==> config.mk <==
export PLATFORM = sky130hd
export DESIGN_NAME = gf2m_trinomial_reduce
export DESIGN_NICKNAME = d
export VERILOG_FILES = /design/src/rtl/gf2m_pkg.sv /design/src/rtl/gf2m_fold.sv /design/src/rtl/gf2m_trinomial_reduce.sv
export SDC_FILE = /design/constraint.sdc
export NUM_CORES = 2
export LEC_CHECK = 0
export CAP_MARGIN = 20
export CORE_AREA = 4 4 475 477
export DETAILED_ROUTE_END_ITERATION = 16
export DIE_AREA = 0 0 479 481
export DONT_BUFFER_PORTS = 1
export GPL_ROUTABILITY_DRIVEN = 0
export PLACE_DENSITY = 0.42
export SYNTH_ARGS = -nofsm -noshare
export SYNTH_HDL_FRONTEND = slang
export SYNTH_SLANG_ARGS = --single-unit
==> constraint.sdc <==
create_clock -name clk -period 2.2 [get_ports clk]
set_clock_uncertainty 0.2 [all_clocks]
set_input_delay 0.33 -clock clk [delete_from_list [all_inputs] [get_ports clk]]
set_output_delay 0.33 -clock clk [all_outputs]
set_load 0.1 [all_outputs]
==> src/rtl/gf2m_pkg.sv <==
// Shared constants, state encoding and fold-count helper for the GF(2^m) trinomial reducer.
package gf2m_pkg;

  localparam int GF2M_M = 409;
  localparam int GF2M_K = 87;

  typedef enum logic [1:0] {
    IDLE = 2'd0,
    FOLD = 2'd1,
    DONE = 2'd2
  } state_e;

  // Each fold lowers the degree bound by at least M-K; ceil((M-1)/(M-K)) folds clear the upper half.
  function automatic int nfold(input int m, input int k);
    return ((m - 1) + (m - k) - 1) / (m - k);
  endfunction

endpackage

==> src/rtl/gf2m_fold.sv <==
// One combinational fold of a 2*M-bit polynomial modulo x^M + x^K + 1.
module gf2m_fold #(
  parameter int M = 409,
  parameter int K = 87
) (
  input  logic [2*M-1:0] a_i,
  output logic [2*M-1:0] a_o
);

  logic [2*M-1:0] hi;

  // x^M == x^K + 1, so the upper half folds back in at offsets 0 and K.
  assign hi  = {{M{1'b0}}, a_i[2*M-1:M]};
  assign a_o = {{M{1'b0}}, a_i[M-1:0]} ^ hi ^ (hi << K);

endmodule

==> src/rtl/gf2m_trinomial_reduce.sv <==
// Iterative reducer of a 2*M-bit carry-less product modulo x^M + x^K + 1.
// Build option REDUCE_CNT_EN adds the red_cnt completed-reduction counter port.
module gf2m_trinomial_reduce
  import gf2m_pkg::*;
#(
  parameter int M = GF2M_M,
  parameter int K = GF2M_K
) (
  input  logic           clk,
  input  logic           rst,
  input  logic           in_valid,
  output logic           in_ready,
  input  logic [2*M-1:0] c_in,
  output logic           out_valid,
  input  logic           out_ready,
  output logic [M-1:0]   r_out
`ifdef REDUCE_CNT_EN
  ,
  output logic [31:0]    red_cnt
`endif
);

  localparam int NFOLD = nfold(M, K);
  localparam int CW = $clog2(NFOLD) + 1;
  localparam logic [CW-1:0] LAST_FOLD = CW'(NFOLD - 1);

  state_e         state_q;
  logic [2*M-1:0] acc_q;
  logic [2*M-1:0] acc_d;
  logic [CW-1:0]  fold_cnt_q;
  logic           in_ready_q;
  logic           out_valid_q;
  logic [M-1:0]   r_out_q;

  gf2m_fold #(.M(M), .K(K)) u_fold (
    .a_i (acc_q),
    .a_o (acc_d)
  );

  always_ff @(posedge clk) begin
    if (!rst) begin
      state_q     <= IDLE;
      acc_q       <= '0;
      fold_cnt_q  <= '0;
      in_ready_q  <= 1'b1;
      out_valid_q <= 1'b0;
      r_out_q     <= '0;
    end else begin
      case (state_q)
        IDLE: begin
          if (in_valid && in_ready_q) begin
            acc_q      <= c_in;
            fold_cnt_q <= '0;
            in_ready_q <= 1'b0;
            state_q    <= FOLD;
          end
        end
        FOLD: begin
          acc_q      <= acc_d;
          fold_cnt_q <= fold_cnt_q + CW'(1);
          // Result is captured on the last fold so out_valid rises entering DONE.
          if (fold_cnt_q == LAST_FOLD) begin
            out_valid_q <= 1'b1;
            r_out_q     <= acc_d[M-1:0];
            state_q     <= DONE;
          end
        end
        DONE: begin
          if (out_ready) begin
            out_valid_q <= 1'b0;
            in_ready_q  <= 1'b1;
            state_q     <= IDLE;
          end
        end
        default: begin
          state_q <= IDLE;
        end
      endcase
    end
  end

  assign in_ready  = in_ready_q;
  assign out_valid = out_valid_q;
  assign r_out     = r_out_q;

`ifdef REDUCE_CNT_EN
  logic [31:0] red_cnt_q;

  always_ff @(posedge clk) begin
    if (!rst) begin
      red_cnt_q <= '0;
    end else if (out_valid_q && out_ready) begin
      red_cnt_q <= red_cnt_q + 32'd1;
    end
  end

  assign red_cnt = red_cnt_q;
`endif

endmodule

* Word-level counts from Yosys, hierarchy flattened
Cells that the tools add are included.
** Operators by class
- Add/sub/neg operators :: 1
- Eq/ne operators :: 6
- Mux-type cells :: 14
- Bitwise logic cells :: 2
- Reduce and logical (&&, ||, !) cells :: 10
** Operators with widths (number)
- 818-bit one-hot mux with 2 select lines :: 1
- 818-bit 2-to-1 mux :: 1
- 818-bit by 496-bit XOR with 818-bit output :: 1
- 409-bit XOR :: 1
- 3-bit AND reduction :: 3
- 2-bit 2-to-1 mux :: 4
- 2-bit inequality test (second input constant) :: 3
- 2-bit one-hot mux with 3 select lines :: 1
- 2-bit nonzero test :: 3
- 2-bit by 1-bit == test with 1-bit output (second input constant) :: 2
- 1-bit 2-to-1 mux :: 4
- 1-bit one-hot mux with 2 select lines :: 2
- 2-bit one-hot mux with 2 select lines :: 1
- 2-bit AND reduction :: 2
- 2-bit by 1-bit adder with 2-bit output (second input constant) :: 1
- 2-bit == test (second input constant) :: 1
- 2-bit zero test :: 1
- 1-bit logical AND :: 1
** Word-level totals
- Register bits :: 1233
- Word-level logic and storage cells :: 39

* Depth between registers and ports, before layout
- Depth in word-level cells :: 3
- Gate-level depth with buffers :: 9
- Mapped depth without buffers :: 5

* Modules after synthesis
From an unflattened synthesis, not the netlist that was laid out.
** Unflattened totals
- Cells, all modules :: 7262
- Area total of the unflattened synthesis :: 67292.0 um^2
** By module, submodules not included
- gf2m_trinomial_reduce :: instances 1, cells an instance 6443, area each 55801.0 um^2
- gf2m_fold :: instances 1, cells an instance 819, area each 11491.0 um^2

* Worst setup path before layout
Ideal clock, no wire load.
- Path type :: reg2reg
- Start point :: register in_ready_q (netlist: in_ready)
- End point :: register acc_q[251]
- Setup time :: 130 ps
- Arrival time :: 1974 ps
- Data required time :: 1870 ps
- Slack :: -104 ps
- Cell stages (with the launch flop) :: 7
- Path buffers :: 3
- Cell sequence :: dfxtp_1 > and4bb_1 > buf_4 > buf_6 > buf_6 > mux2i_1 > o22ai_1
** On the way
- Word-level cells in the longest chain between the ends :: 3
** RTL lines
- start: declaration :: line gf2m_trinomial_reduce.sv:31 : logic in_ready_q;
- start signal: assignment :: line gf2m_trinomial_reduce.sv:45 : in_ready_q <= 1'b1;
- start signal: assignment :: line gf2m_trinomial_reduce.sv:54 : in_ready_q <= 1'b0;
- start signal: assignment :: line gf2m_trinomial_reduce.sv:71 : in_ready_q <= 1'b1;
- 1-bit logical AND :: line gf2m_trinomial_reduce.sv:51 : if (in_valid && in_ready_q) begin
- 2-bit inequality test (no line)
- 2-bit AND reduction (no line)
- end signal: assignment :: line gf2m_trinomial_reduce.sv:52 : acc_q <= c_in;
- end: declaration :: line gf2m_trinomial_reduce.sv:28 : logic [2*M-1:0] acc_q;
Every way passes these cells.
A chain may end at the register's enable or synchronous reset.

* Worst setup path in the final report
- Start point :: register state_q[0]
- End point :: register acc_q[490]
** On the way
- Word-level cells in the longest chain between the ends :: 3
- Elaborated cells between the ends (all ways) :: 6
** RTL lines
- start: declaration :: line gf2m_trinomial_reduce.sv:27 : state_e state_q;
- start signal: assignment :: line gf2m_trinomial_reduce.sv:42 : state_q <= IDLE;
- start signal: assignment :: line gf2m_trinomial_reduce.sv:55 : state_q <= FOLD;
- start signal: assignment :: line gf2m_trinomial_reduce.sv:65 : state_q <= DONE;
- 2-bit by 1-bit == test with 1-bit output or 2-bit zero test (tied branches) :: line gf2m_trinomial_reduce.sv:49 : case (state_q)
- 2-bit nonzero test (no line) or 2-bit inequality test (tied branches)
- 2-bit AND reduction (no line)
Several ways; a longest one is shown, not always the timed one.

==> metrics.cfg <==
[status]
status = finished with violations
violations = negative hold slack

[route]
ant_nets = 0
route.layer.met1.wl_microns = 115000
route.detailed.drc = 0
detail_route.iter0.violations = 3572
wl_per_cell_microns = 27.3
via_per_inst = 4.92
wl_microns = 278000
dr_wl_met3_microns = 21000
vias = 49900
dr.pass1.iters = 5
top_layer_used = met5
wl_met2_microns = 131000

[die]
start_util_pct = 23.8
die_w_microns = 479
io_pins = 1233
core_area_sq_um = 221000
die_h_microns = 481
die_area_sq_um = 230000
rows = 173

[global_routing]
grt_pass1_vias = 49600
antenna_found_initial = 77
grt_max_degree = 180
grt_pass1_wl_microns = 384000
track_usage_pct = 22.9
grt-ovfl-total = 0

[cts]
clock_path_buffers = 3
cts_root_buf = clkbuf_16
clkTransAtPathRegs_ns = 0.06
clock_sinks = 1233
cts_tree = built
worstSkewPairLatency_ns = 0.81
ctsHtreeMaxLevel = 4
cts_buffers = 151

[worst_setup_path]
crit_slowest_cell = dlygate4sd3_1
path_cells = buf_4 > nand2b_4 > buf_12 > o21ai_0 > dlygate4sd3_1 > a31oi_1
rr_worst_depth = 6
endpoint_kind = flip-flop
slowest_delay_ns = 0.57
worstPathMaxFanout = 52
critPathLaunchType = flip-flop
cp.arrival_ns = 2.62
critPathKind = reg2reg
cp.required_ns = 2.70

[timing]
fmax_mhz = 474
finalCritPeriodShare_pct = 96.0
maxSlewHeadroom_pct = 50.0
timing.final.ws_setup_ns = 0.0884
setup_viol = 0
fin_crit_ns = 2.11
tightestPinTransition_ns = 0.750
finalMaxSlewViolations = 0
hold_viol_final = 144
hold_slack_ns = -0.487

[worst_hold_path]
hold_class = in2reg
holdPathStages = 1

[final_layout]
area_growth_syn_to_layout_pct = 44.6
register_area_sq_um = 24700
fill_cells = 22800
multiInputGateArea_sq_um = 25800
fin_nets = 7839
drive_gt1_share_pct = 12.8
fin_area_sq_um = 76200

[yosys]
ys_warn_count = 0
syn_area_per_cell_sq_um = 9.34
ys.flop_type = dfxtp_1
synth_top_area_share_pct = 46.8
synth_commonest_cells = dfxtp_1 (1233), nand2_1 (856), a21oi_1 (597)
synthArstFlopShare_pct = 0
syn_nets = 6471
ys_types = 33
syn_inst = 5648
yosysMostFrequentCell = dfxtp_1
ys_seq_area_share_pct = 46.8
synth_top_cell_by_area = dfxtp_1
synthTopCellsByArea = dfxtp_1 (47%), nand2_1 (6.1%), xor3_1 (6.1%)
synth-edff-count = 0
synth_area_sq_um = 52700
synth-seq-cells = 1233

[placed_design]
hpwl_microns = 206000
place_area_sq_um = 60500
place_ws_ns = 0.0705
port_buffers = 0

[pwr]
powerDensity_nw_per_um2 = 854
leakagePower_nw = 29.2
ir_drop_mv = 0.632

[job]
maxCapViolCount = 0

==> metal layers <==
layer | vias up | GRT usage [%]
met5 | - | 0
met4 | 20 | 7.94
met3 | 412 | 5.73
met2 | 2039 | 38.5
met1 | 24600 | 28.6
li1 | 22900 | -
==> layout make-up <==
type | count | area share (%)
multi-input cells | 3920 | 33.8
flip-flops and latches | 1233 | 32.4
repair buffers | 1708 | 22.1
clock buffers | 224 | 5.77
well taps | 2975 | 4.88
clock inverters | 43 | 0.889
diodes | 52 | 0.171
inverters | 2 | 0.0197
==> report_power, final <==
group | internal (mW) | leakage [nW] | total, mW | switching, mW
clock network | 14.9 | 2.46 | 25.9 | 10.9
registers | 24.0 | 10.0 | 25.8 | 1.84
logic | 5.91 | 16.7 | 13.4 | 7.52
total | 44.8 | 29.2 | 65.1 | 20.3
==> worst paths after layout <==
kind | start | slack [ns] | end
max | state_q[0]$_SDFFE_PN0P_ | 0.09 | acc_q[490]$_SDFFE_PN0P_
min | rst | -0.49 | r_out[0]$_SDFFE_PN0P_
max reg2reg | state_q[0]$_SDFFE_PN0P_ | 0.09 | acc_q[490]$_SDFFE_PN0P_
min reg2reg | r_out[128]$_SDFFE_PN0P_ | 0.25 | r_out[128]$_SDFFE_PN0P_
==> per-stage QoR <==
step	instances	util (%)	power [mW]	setup TNS (ns)
2_1_floorplan	5648	-	33.7	0
3_3_place_gp	8792	27.3	37.7	0
3_5_place_dp	8792	27.3	37.8	0
4_1_cts	10100	34.3	65.6	0
5_1_grt	10100	34.4	67.6	-0.0237
6_report	10200	34.4	65.1	0
==> what timing repair did <==
action	4_1_cts	5_1_grt
hold endpoints to repair	975	240
hold buffers	1034	3
buffers inserted	0	7
gates resized for setup	2	2
gates cloned	0	2
setup endpoints to repair	2	12
pin swaps	0	1
==> worst max-delay path, delay by kind of cell, from the launching register on <==
family	cells	cell delay [ns]
flops	1	0.31
buf+inv	3	1.01
compound gates	2	0.28
simple gates	1	0.14
==> cell families (layout without fill, tap and decap cells) <==
group / count (synthesis) / count (layout) / synth area share (%)
adders and majority gates: 1 / 1 / 0.0237
and+or+nand+nor: 1679 / 1679 / 14.6
DFF: 1233 / 1233 / 46.8
buffers and inverters: 495 / 1977 / 4.44
xor gates and xnor gates: 509 / 509 / 12.3
AOI/OAI and AO/OA: 1544 / 1544 / 18.3
muxes: 187 / 187 / 3.55
other: 0 / 52 / 0
==> state kept, by name (all words and copies together) (netlist names) <==
name / flops
acc_q: 818
fold_cnt_q: 2
in_ready: 1
out_valid: 1
r_out: 409
state_q: 2
==> layout by cell type (no fill, tap or decap), types with 6 or more instances in the layout <==
master and count:
o2bb2ai_1 187, clkbuf_1 38, a21oi_1 597, o21ai_0 175
clkbuf_16 153, buf_12 108, xnor2_1 187, a22oi_1 135
a31oi_1 174, xor3_1 135, nand3_1 546, nand2b_1 91
o311a_1 87, bufinv_16 8, xor2_1 187, buf_4 559
dfxtp_1 1231, nand2_1 853, dlygate4sd3_1 1036, diode_2 52
mux2i_1 187, clkinv_16 7, clkbuf_8 35, nor2b_1 175
o22ai_1 187, inv_6 6, clkinv_2 12
Note: power is estimated with default switching activity, not from simulation.
